$ cat src/rtl/mem_burst_ctrl.sv
// rtl/mem_burst_ctrl.sv - burst initiator streaming words between valid/ready ports and a single-port word memory
//
// Ports:
//   clk, rst                      clock (rising edge), synchronous active-high reset
//   cmd_valid/cmd_ready           burst command handshake; cmd_ready high only when idle
//   cmd_write, cmd_addr, cmd_len  direction (1 = write), start word address, word count (0..2^ADDR_W)
//   wr_valid/wr_ready/wr_data     write-word stream into the memory
//   rd_valid/rd_ready/rd_data     registered read-word stream out of the memory
//   busy, done                    busy outside IDLE; done is a one-cycle end-of-burst pulse
//   mem_we/mem_addr/mem_wdata     memory master port (1-cycle write)
//   mem_rdata                     memory read data, combinational from mem_addr
module mem_burst_ctrl #(
    parameter int ADDR_W = 8,
    parameter int DATA_W = 32,
    parameter int LEN_W  = ADDR_W + 1
) (
    input  logic              clk,
    input  logic              rst,
    input  logic              cmd_valid,
    output logic              cmd_ready,
    input  logic              cmd_write,
    input  logic [ADDR_W-1:0] cmd_addr,
    input  logic [LEN_W-1:0]  cmd_len,
    input  logic              wr_valid,
    output logic              wr_ready,
    input  logic [DATA_W-1:0] wr_data,
    output logic              rd_valid,
    input  logic              rd_ready,
    output logic [DATA_W-1:0] rd_data,
    output logic              busy,
    output logic              done,
    output logic              mem_we,
    output logic [ADDR_W-1:0] mem_addr,
    output logic [DATA_W-1:0] mem_wdata,
    input  logic [DATA_W-1:0] mem_rdata
);

    typedef enum logic [2:0] {
        S_IDLE,
        S_WRITE,
        S_READ,
        S_DRAIN,
        S_DONE
    } state_t;

    state_t              state_q, state_d;
    logic [ADDR_W-1:0]   cur_addr_q, cur_addr_d;
    logic [LEN_W-1:0]    remaining_q, remaining_d;
    logic                dir_q, dir_d;
    logic                rd_valid_q, rd_valid_d;
    logic [DATA_W-1:0]   rd_data_q, rd_data_d;

    // Status outputs are registered copies of the next-state decode, so they
    // line up with state_q without any combinational path from the inputs.
    logic                cmd_ready_q;
    logic                busy_q;
    logic                done_q;
    logic                wr_ready_q;

    always_comb begin
        state_d     = state_q;
        cur_addr_d  = cur_addr_q;
        remaining_d = remaining_q;
        dir_d       = dir_q;
        rd_valid_d  = rd_valid_q;
        rd_data_d   = rd_data_q;

        unique case (state_q)
            S_IDLE: begin
                if (cmd_valid) begin
                    cur_addr_d  = cmd_addr;
                    remaining_d = cmd_len;
                    dir_d       = cmd_write;
                    if (cmd_len == '0) begin
                        state_d = S_DONE;
                    end else if (cmd_write) begin
                        state_d = S_WRITE;
                    end else begin
                        state_d = S_READ;
                    end
                end
            end
            S_WRITE: begin
                if (wr_valid) begin
                    cur_addr_d  = cur_addr_q + ADDR_W'(1);
                    remaining_d = remaining_q - LEN_W'(1);
                    if (remaining_q == LEN_W'(1)) begin
                        state_d = S_DONE;
                    end
                end
            end
            S_READ: begin
                // The output register can take a new word whenever it is empty
                // or its current word is being consumed this cycle.
                if (!rd_valid_q || rd_ready) begin
                    rd_data_d   = mem_rdata;
                    rd_valid_d  = 1'b1;
                    cur_addr_d  = cur_addr_q + ADDR_W'(1);
                    remaining_d = remaining_q - LEN_W'(1);
                    if (remaining_q == LEN_W'(1)) begin
                        state_d = S_DRAIN;
                    end
                end
            end
            S_DRAIN: begin
                if (rd_valid_q && rd_ready) begin
                    rd_valid_d = 1'b0;
                    state_d    = S_DONE;
                end
            end
            S_DONE: begin
                state_d = S_IDLE;
            end
            default: begin
                state_d = S_IDLE;
            end
        endcase
    end

    always_ff @(posedge clk) begin
        if (rst) begin
            state_q     <= S_IDLE;
            cur_addr_q  <= '0;
            remaining_q <= '0;
            dir_q       <= 1'b0;
            rd_valid_q  <= 1'b0;
            rd_data_q   <= '0;
            cmd_ready_q <= 1'b1;
            busy_q      <= 1'b0;
            done_q      <= 1'b0;
            wr_ready_q  <= 1'b0;
        end else begin
            state_q     <= state_d;
            cur_addr_q  <= cur_addr_d;
            remaining_q <= remaining_d;
            dir_q       <= dir_d;
            rd_valid_q  <= rd_valid_d;
            rd_data_q   <= rd_data_d;
            cmd_ready_q <= (state_d == S_IDLE);
            busy_q      <= (state_d != S_IDLE);
            done_q      <= (state_d == S_DONE);
            wr_ready_q  <= (state_d == S_WRITE);
        end
    end

    assign cmd_ready = cmd_ready_q;
    assign busy      = busy_q;
    assign done      = done_q;
    assign wr_ready  = wr_ready_q;
    assign rd_valid  = rd_valid_q;
    assign rd_data   = rd_data_q;

    // rst gates the strobe directly so a reset cycle mid-burst never commits a word.
    assign mem_we    = wr_ready_q & dir_q & wr_valid & ~rst;
    assign mem_addr  = cur_addr_q;
    assign mem_wdata = wr_data;

endmodule

$ cat config.mk
export PLATFORM = sky130hd
export DESIGN_NAME = mem_burst_ctrl
export DESIGN_NICKNAME = d
export VERILOG_FILES = /design/src/rtl/mem_burst_ctrl.sv
export SDC_FILE = /design/constraint.sdc
export NUM_CORES = 1
export LEC_CHECK = 0
export ABC_CLOCK_PERIOD_IN_PS = 2800
export BUFFER_PORTS_ARGS = -buffer_cell sky130_fd_sc_hd__buf_2
export CAP_MARGIN = 0
export CORE_AREA = 2 2 80 82
export CTS_BUF_LIST = sky130_fd_sc_hd__clkbuf_4 sky130_fd_sc_hd__clkbuf_8
export CTS_CLUSTER_SIZE = 40
export DETAILED_ROUTE_END_ITERATION = 10
export DIE_AREA = 0 0 82 84
export PLACE_DENSITY = 0.86
export SETUP_SLACK_MARGIN = 0.05
export SLEW_MARGIN = 20
export SYNTH_ARGS = -nofsm -noshare
export SYNTH_HDL_FRONTEND = slang
export SYNTH_SLANG_ARGS = --single-unit
$ cat constraint.sdc
create_clock -name clk -period 2.8 [get_ports clk]
set_input_delay 0.42 -clock clk [delete_from_list [all_inputs] [get_ports clk]]
set_output_delay 0.42 -clock clk [all_outputs]
set_load 0.1 [all_outputs]
**Word level (Yosys, flattened, before mapping)**

Cells that the tools add are included.

- Bits in registers: 58
- Logic and storage cells: 59
- Input port bits: 87
- Memories kept: 0
- Latch bits: 0
- Output and inout bits: 78
- Bits in read-only memories: 0
- RAM bits: 0

- Shift operators: 0
- $add $sub $neg: 2
- Bitwise operators: 4
- Multiplexer cells: 20
- Reductions and logical operators: 13
- Divide/modulo/power cells: 0
- $mul: 0
- $lt $le $gt $ge: 0
- Eq/ne operators: 10

Operator list:

| cell | count |
|---|---|
| 2-to-1 mux 9 bit | 3 |
| case mux 9 bit (3 select lines) | 1 |
| 2-to-1 mux 8 bit | 3 |
| case mux 8 bit (3 select lines) | 1 |
| 2-to-1 mux 3 bit | 7 |
| case mux 3 bit (4 select lines) | 1 |
| == test 9 x 1 -> 1 bit (second input constant) | 1 |
| zero test 9 bit | 1 |
| subtractor 9 x 1 -> 9 bit (second input constant) | 1 |
| adder 8 x 1 -> 8 bit (second input constant) | 1 |
| inequality test 2 bit (second input constant) | 4 |
| == test 3 x 1 -> 1 bit (second input constant) | 2 |
| == test 3 x 2 -> 1 bit (second input constant) | 2 |
| zero test 3 bit | 2 |
| nonzero test 3 bit | 2 |
| AND reduction 2 bit | 2 |
| AND reduction 4 bit | 1 |
| AND 1 bit | 3 |
| == test 3 bit (second input constant) | 1 |
| AND reduction 3 bit | 1 |
| 2-to-1 mux 1 bit | 2 |
| 2-to-1 mux 2 bit | 1 |
| case mux 1 bit (2 select lines) | 1 |
| nonzero test 2 bit | 1 |
| 4 further kinds | 4 |

**Logic depth before layout (Yosys ltp)**

Gate-level depths: netlist of the first run.

- Depth after elaboration: 5
- Gate-level depth with buffers: 7
- Gate-level depth less buffers: 6

**Least setup slack after synthesis of the first run**

OpenSTA, ideal clock, no wires.

- Kind: register to output
- Start point: register wr_ready_q (netlist: wr_ready)
- End point: output mem_we
- Arrival: 1.873 ns
- Slack: 0.507 ns
- Required time: 2.380 ns
- Path buffers: 0
- Stages on the path, launching flop included: 2
- Path through: dfxtp_1 and4_1

- Longest elaborated chain between the ends: 3

Ends and longest elaborated chain:

| element | RTL line | source |
|---|---|---|
| from (decl) | 58 | `logic wr_ready_q;` |
| from (signal assigned) | 142 | `wr_ready_q <= (state_d == S_WRITE);` |
| AND 1 bit (3 in a row) | 154 | `assign mem_we = wr_ready_q & dir_q & wr_valid & ~rst;` |
| to (decl) | 32 | `output logic mem_we,` |

Every way passes these cells.

**Worst setup path in the final report of the first run**

- Start point: register state_q[0]
- End point: register cur_addr_q[0] (netlist: mem_addr[0])

- Longest elaborated chain between the ends: 3
- Elaborated cells on any way between the ends: 9
- Those cells by class: eq/ne (5); mux (1); reduce/logical (3)

Ends and longest elaborated chain:

| element | RTL line | source |
|---|---|---|
| from (decl) | 46 | `state_t state_q, state_d;` |
| from (signal assigned) | 133 | `state_q <= state_d;` |
| == test 3 x 2 -> 1 bit, or another cell as far along | 68 | `unique case (state_q)` |
| inequality test 2 bit (no source line) or nonzero test 3 bit (tied branches) | - |  |
| AND reduction 4 bit (no source line) | - |  |
| to (signal assigned) | 134 | `cur_addr_q <= cur_addr_d;` |
| to (decl) | 47 | `logic [ADDR_W-1:0] cur_addr_q, cur_addr_d;` |

Parallel ways exist; a longest one is shown, timed or not.
A chain may end at the register's enable or synchronous reset.

==> flow_metrics.py, run 1 <==
metrics = {
    "grt": {
        "overflow": 0,
        "grt_pass1_vias": 2584,
        "busiest_layer": "met2",
        "track_usage": 0.210,
        "grt_max_degree": 33,
        "grt_pass1_wl_um": 11400,
        "grtUsageMet1": 0.256,
        "grtUsageMet2": 0.339,
        "met3_usage": 0.0563,
        "grt_antenna_before_repair": 0,
    },
    "drt": {
        "postRouteAntennaNets": 0,
        "drtIter0Drc": 153,
        "drc_errors": 0,
        "wirelength_um": 7050,
        "first_pass_iters": 4,
        "wl_per_cell_um": 13.9,
        "viasPerCell": 5.37,
        "vias": 2722,
    },
    "clock_network": {
        "cts_max_path_buffers": 2,
        "tritoncts": "done",
        "clk_latency_ns": 0.32,
        "cts_resized": 0,
        "root_buffer": "clkbuf_8",
        "cts_hold_buffers": 0,
        "postCtsSetupBuffers": 0,
        "htreeDepth": 3,
        "cts_sinks": 58,
        "cts_made_buffers": 9,
        "clk_pin_slew_ns": 0.07,
    },
    "sta": {
        "clock_skew_ns": 0.00609,
        "rsz0062_at_grt": "false",
        "fin_setup_tns_ns": 0,
        "worst-slew-pin-transition_ns": 0.714,
        "final_max_slew_viol_count": 0,
        "period_minus_slack_ns": 2.04,
        "finalHoldViolations": 0,
        "finalSetupViolCount": 0,
        "period_share": 0.729,
        "hold_ws_ns": 0.338,
        "fmax_ghz": 0.490,
        "maxSlewHeadroom": 0.520,
    },
    "finish": {
        "num_antenna_cells": 0,
        "seqCellArea_um2": 1160,
        "fillers": 568,
        "syn2layout_area_growth_pct": 18.1,
        "drive_gt1_frac": 0.307,
        "final_net_count": 515,
        "multi_input_area_um2": 1340,
    },
    "critical_path": {
        "cp_max_fo": 20,
        "worst_ep_arrival_time_ns": 2.29,
        "cp-start-kind": "flip-flop",
        "worst-setup-path-type": "reg2reg",
        "crit_required_ns": 3.05,
        "worstSetupEndpointType": "flip-flop",
    },
    "synth": {
        "synth_top_area_frac": 0.403,
        "ys_seq_area_frac": 0.403,
        "ys_warn_count": 0,
        "syn_avg_cell_area_um2": 7.97,
        "synth_seq_cells": 58,
        "syn_area_um2": 2880,
        "synth-async-reset-ratio": 0,
        "yosys-top-cells-area": "dfxtp_1 40%, nand2_1 9.5%, buf_4 8.6%",
        "synth_edf_count": 0,
        "syn-num-nets": 452,
        "syn_inst": 362,
        "ys_types": 48,
        "ys.flop_type": "dfxtp_1",
        "yosysTopAreaCell": "dfxtp_1",
    },
    "power": {
        "power_density_nw_per_um2": 846,
        "p_leak_uw": 0.00146,
        "vdd_ir_drop_max_v": 0.000471,
    },
    "floorplanning": {
        "io_pins": 165,
        "die_w_um": 82,
        "fp.coreArea_um2": 6100,
        "rows": 29,
        "start_util": 0.473,
        "die_h_um": 84,
        "dieArea_um2": 6890,
    },
    "job": {
        "drv_cap": 0,
    },
    "worst_hold_path": {
        "hold_class": "in2reg",
    },
    "outcome": {
        "status": "finished, final reports clean",
    },
    "placement": {
        "portBuffers": 100,
        "gp_congestion": 0.909,
        "dp_hpwl_um": 5080,
    },
}
[final cells by class]
class / instances / area share
Sequential cell: 58 / 0.341
Multi-Input combinational cell: 239 / 0.393
Clock inverter: 5 / 0.0228
Clock buffer: 11 / 0.0426
Timing Repair Buffer: 106 / 0.160
Tap cell: 77 / 0.0283
Inverter: 11 / 0.0121
[worst paths after layout]
kind / from / end / slack [ns] / cells past startpoint
setup / recovery: state_q[0] / mem_addr[0] / 0.76 / 4
hold / removal: mem_rdata[14] / rd_data[14] / 0.34 / 3
setup reg to reg: state_q[0] / mem_addr[0] / 0.76 / 4
hold reg to reg: rd_data[24] / rd_data[24] / 0.45 / 2
[placed cells by master, fill, tap and decap left out, types with 3 or more instances in the layout]
master and count:
buf_2 100, nand2_1 73, dfxtp_1 58, a21oi_1 46, o21ai_0 17, inv_1 11
nand3_1 11, clkbuf_8 10, nor3_1 9, nor2_1 6, o21a_1 6, buf_4 6
nor3b_1 5, nor4_1 4, nor4b_1 4, o32ai_1 4, a211oi_1 4, a31oi_1 3
and3_1 3, nand4_1 3, ha_1 3
[kinds of logic after synthesis]
family          Yosys count  synth area share
compound gates           98             0.207
xor+xnor                  2           0.00868
fa+ha+maj                 3            0.0130
buf+inv                  65             0.135
flops                    58             0.403
mux                       4            0.0148
simple gates            132             0.219
[routing by layer]
| metal | vias up | routed length [µm] |
|---|---|---|
| met1 | 1255 | 3020 |
| met4 | 0 | 111 |
| met3 | 16 | 419 |
| met5 | - | 0 |
| li1 | 1360 | - |
| met2 | 91 | 3490 |
[flip-flops by register name, indices dropped and copies added, names as in the netlist]
signal	flops
busy	1
cmd_ready	1
dir_q	1
done	1
mem_addr	8
rd_data	32
rd_valid	1
remaining_q	9
state_q	3
wr_ready	1
[metrics by stage]
step | std cells | area (µm²) | setup slack, ns | util | power [µW]
finish | 507 | 3410 | 0.759 | 0.559 | 2880
global route | 507 | 3410 | 0.662 | 0.559 | 3020
CTS | 507 | 3410 | 0.766 | 0.559 | 2900
detailed placement | 491 | 3180 | 0.781 | 0.522 | 2040
global placement | 491 | 3180 | 0.857 | 0.522 | 2020
floorplan | 362 | 2880 | 0.507 | - | 2060
[power by group]
part	switching [µW]	internal, µW	leakage (µW)	total, µW
Sequential	78.8	920	0.000474	998
Clock	322	532	0.000113	855
Combinational	778	249	0.000877	1030
[synth_stat cells, types with 2 or more instances]
master    number
o31a_1         2
inv_1         11
a21oi_1       46
buf_6          2
o21a_1         6
mux2i_1        2
a31oi_1        3
and3_1         3
o21ai_1        2
nor4_1         4
nor3b_1        5
nand2_1       73
ha_1           3
mux2_2         2
buf_4         33
o21ai_0       17
nand3_1       11
nand4_1        3
nor2b_1        2
nor3_1         9
dfxtp_1       58
buf_2          6
o21bai_1       2
and4_1         2
o221a_2        2
o22ai_1        2
o32ai_1        4
a211oi_1       4
clkbuf_1      13
nor2_1         7
nor4b_1        4
a311oi_1       2
or3_1          2
[worst max-delay path: stages (launching register included)]
cell and delay (ns):
dfxtp_1 0.43, or3b_1 0.47, o22a_1 0.47, or3_1 0.44
a31oi_1 0.16
No activity file was read; power rests on OpenSTA's default activity.
==> inputs of run 2 (changes only) <==
--- a/config.mk
+++ b/config.mk
@@ -5,15 +5,16 @@
 export SDC_FILE = /design/constraint.sdc
 export NUM_CORES = 1
 export LEC_CHECK = 0
-export ABC_CLOCK_PERIOD_IN_PS = 2800
+export ABC_AREA = 1
+export ABC_CLOCK_PERIOD_IN_PS = 1700
 export BUFFER_PORTS_ARGS = -buffer_cell sky130_fd_sc_hd__buf_2
 export CAP_MARGIN = 0
-export CORE_AREA = 2 2 80 82
+export CORE_AREA = 2 2 88 90
 export CTS_BUF_LIST = sky130_fd_sc_hd__clkbuf_4 sky130_fd_sc_hd__clkbuf_8
 export CTS_CLUSTER_SIZE = 40
 export DETAILED_ROUTE_END_ITERATION = 10
-export DIE_AREA = 0 0 82 84
-export PLACE_DENSITY = 0.86
+export DIE_AREA = 0 0 90 92
+export PLACE_DENSITY = 0.77
 export SETUP_SLACK_MARGIN = 0.05
 export SLEW_MARGIN = 20
 export SYNTH_ARGS = -nofsm -noshare
==> constraint.sdc (replaced) <==
create_clock -name clk -period 1.7 [get_ports clk]
set_input_delay 0.255 -clock clk [delete_from_list [all_inputs] [get_ports clk]]
set_output_delay 0.255 -clock clk [all_outputs]
set_load 0.1 [all_outputs]
==> flow_metrics.py, run 2 <==
metrics = {
    "clock_network": {
        "cts_hold_buffers": 0,
        "cts_resized": 0,
        "clk_latency_ns": 0.34,
        "cts_made_buffers": 9,
        "clk_pin_slew_ns": 0.07,
        "cts_sinks": 58,
        "tritoncts": "done",
        "postCtsSetupBuffers": 0,
        "cts_max_path_buffers": 2,
        "htreeDepth": 3,
        "root_buffer": "clkbuf_8",
    },
    "grt": {
        "grt_antenna_before_repair": 0,
        "grt_pass1_vias": 2788,
        "grt_pass1_wl_um": 11900,
        "overflow": 0,
        "grt_max_degree": 45,
        "track_usage": 0.178,
    },
    "critical_path": {
        "crit_buf_inv": 1,
        "crit_family": "buffers and inverters",
        "worstSetupEndpointType": "output pin",
        "crit_required_ns": 1.44,
        "worst-setup-path-type": "reg2out",
        "worst_path_largest_cell_delay_ns": 0.42,
        "cp_max_fo": 2,
        "critPathSlowestCell": "buf_2",
        "cp-start-kind": "flip-flop",
        "worst_ep_arrival_time_ns": 1.25,
        "path_cells": "nand2_1, nor2_4, buf_2",
    },
    "finish": {
        "final_cell_mix": "110 x nor2_1, 100 x buf_2, 85 x nand2_1, 51 x dfxtp_1, 43 x o21ai_0",
        "syn2layout_area_growth_pct": 18.1,
        "stdcell_area_um2": 3510,
        "fillers": 789,
        "num_antenna_cells": 0,
        "final_net_count": 606,
        "largest_reg_flops": 32,
        "drive_gt1_frac": 0.276,
        "final_core_util": 0.471,
        "final_common_cell": "nor2_1",
    },
    "power": {
        "netSwitchingFraction": 0.471,
        "power_density_nw_per_um2": 1360,
        "p_leak_uw": 0.00186,
        "vdd_ir_drop_max_v": 0.000765,
        "clkPwrFrac": 0.240,
        "internal-power_uw": 2520,
        "power_switching_uw": 2240,
        "pwr-share-comb": 0.409,
        "power.total_uw": 4760,
        "pwr-share-seq": 0.352,
    },
    "sta": {
        "clock_skew_ns": 0.00677,
        "worst-slew-pin-transition_ns": 0.498,
        "rsz0062_at_grt": "false",
        "maxSlewHeadroom": 0.671,
        "finalSetupViolCount": 0,
        "final_max_slew_viol_count": 0,
        "fmax_ghz": 0.665,
        "period_share": 0.885,
        "period_minus_slack_ns": 1.50,
        "finalHoldViolations": 0,
        "fin_setup_tns_ns": 0,
    },
    "synth": {
        "synth_common_cells": "114 x nor2_1, 85 x nand2_1, 58 x dfxtp_1",
        "ys.flop_type": "dfxtp_1",
        "yosysMostFrequentCell": "nor2_1",
        "yosys-top-cells-area": "dfxtp_1 39%, nor2_1 14%, nand2_1 11%",
        "synth_top_area_frac": 0.391,
        "synth_edf_count": 0,
        "syn_inst": 449,
        "yosysTopAreaCell": "dfxtp_1",
        "ys_warn_count": 0,
        "synth-async-reset-ratio": 0,
        "ys_seq_area_frac": 0.391,
        "syn-num-nets": 539,
        "ys_types": 25,
        "syn_avg_cell_area_um2": 6.62,
        "syn_area_um2": 2970,
        "synth_seq_cells": 58,
    },
    "drt": {
        "wl_met2_um": 3450,
        "wirelength_um": 7310,
        "wl_per_cell_um": 11.7,
        "met1_length_um": 3080,
        "wl_met3_um": 610,
        "postRouteAntennaNets": 0,
        "drc_errors": 0,
        "top_layer_used": "met4",
        "vias": 3026,
        "drtIter0Drc": 122,
        "first_pass_iters": 4,
        "viasPerCell": 4.86,
    },
    "job": {
        "drv_cap": 0,
    },
    "placement": {
        "gp_congestion": 0.778,
        "dpl_cell_area_um2": 3330,
        "portBuffers": 100,
        "dp_hpwl_um": 5230,
    },
    "outcome": {
        "status": "finished, final reports clean",
    },
    "floorplanning": {
        "die_w_um": 90,
        "start_util": 0.399,
        "rows": 32,
        "fp.coreArea_um2": 7450,
        "io_pins": 165,
        "die_h_um": 92,
        "dieArea_um2": 8280,
    },
    "worst_hold_path": {
        "hold_class": "in2reg",
    },
}
==> run 2: cell types whose count changed after synthesis, sizes merged, moves of 5 or more <==
cell and delta:
nor2 +108, o21ai +30, a21oi -26, inv +26, nand2 +14, nand3 +13, clkbuf -9, nor3 -8
o21a -6, nor3b -5
==> run 2: path summary, 6_finish.rpt <==
kind | from | endpoint | slack [ns] | depth (start not counted)
max reg2reg | state_q[2] | rd_data[8] | 0.22 | 6
min reg2reg | rd_valid | rd_valid | 0.48 | 2
max | wr_ready | mem_we | 0.20 | 3
min | mem_rdata[22] | rd_data[22] | 0.14 | 3
==> run 2: power groups by stage <==
stage | combinational [µW] | sequential (µW) | clock [µW]
finish | 1950 | 1670 | 1140
global route | 2100 | 1700 | 1220
CTS | 1950 | 1670 | 1170
detailed placement | 1940 | 1700 | 0
global placement | 1920 | 1690 | 0
floorplan | 1020 | 2630 | 0
==> run 2: cell type report <==
cell class              instances  area [µm²]  share of cell area
multi-input cells             305        1360               0.387
inverters                      38         145              0.0413
well taps                     102         128              0.0364
clock inverters                 5        30.0             0.00855
clock buffers                  11         145              0.0413
repair buffers                104         531               0.151
flip-flops and latches         58        1170               0.335
==> run 2: cell families (layout without fill, tap and decap cells) <==
kind of cell,after synthesis,count (layout),share of synthesized area
AO/OA/AOI/OAI,69,69,0.117
AND/OR/NAND/NOR,233,233,0.322
adder cells (fa/ha/maj),3,3,0.0126
buffers and inverters,86,158,0.157
flip-flops,58,58,0.391
==> run 2: layer usage <==
metal | global-route usage | vias up
li1 | - | 1509
met2 | 0.308 | 121
met5 | 0 | -
met1 | 0.191 | 1374
met3 | 0.0649 | 22
met4 | 0.0885 | 0
==> run 2: worst min-delay path, stage by stage <==
cell and delay, ns:
buf_2 0.08, nor2_1 0.03, nor2_1 0.08
==> run 2: through the flow <==
step | std cells | hold slack (ns) | setup WS (ns)
detailed placement | 607 | 0.469 | 0.199
global route | 623 | 0.133 | 0.0628
finish | 623 | 0.136 | 0.196
CTS | 623 | 0.121 | 0.169
global placement | 607 | 0.465 | 0.258
floorplan | 449 | 0.324 | 0.101
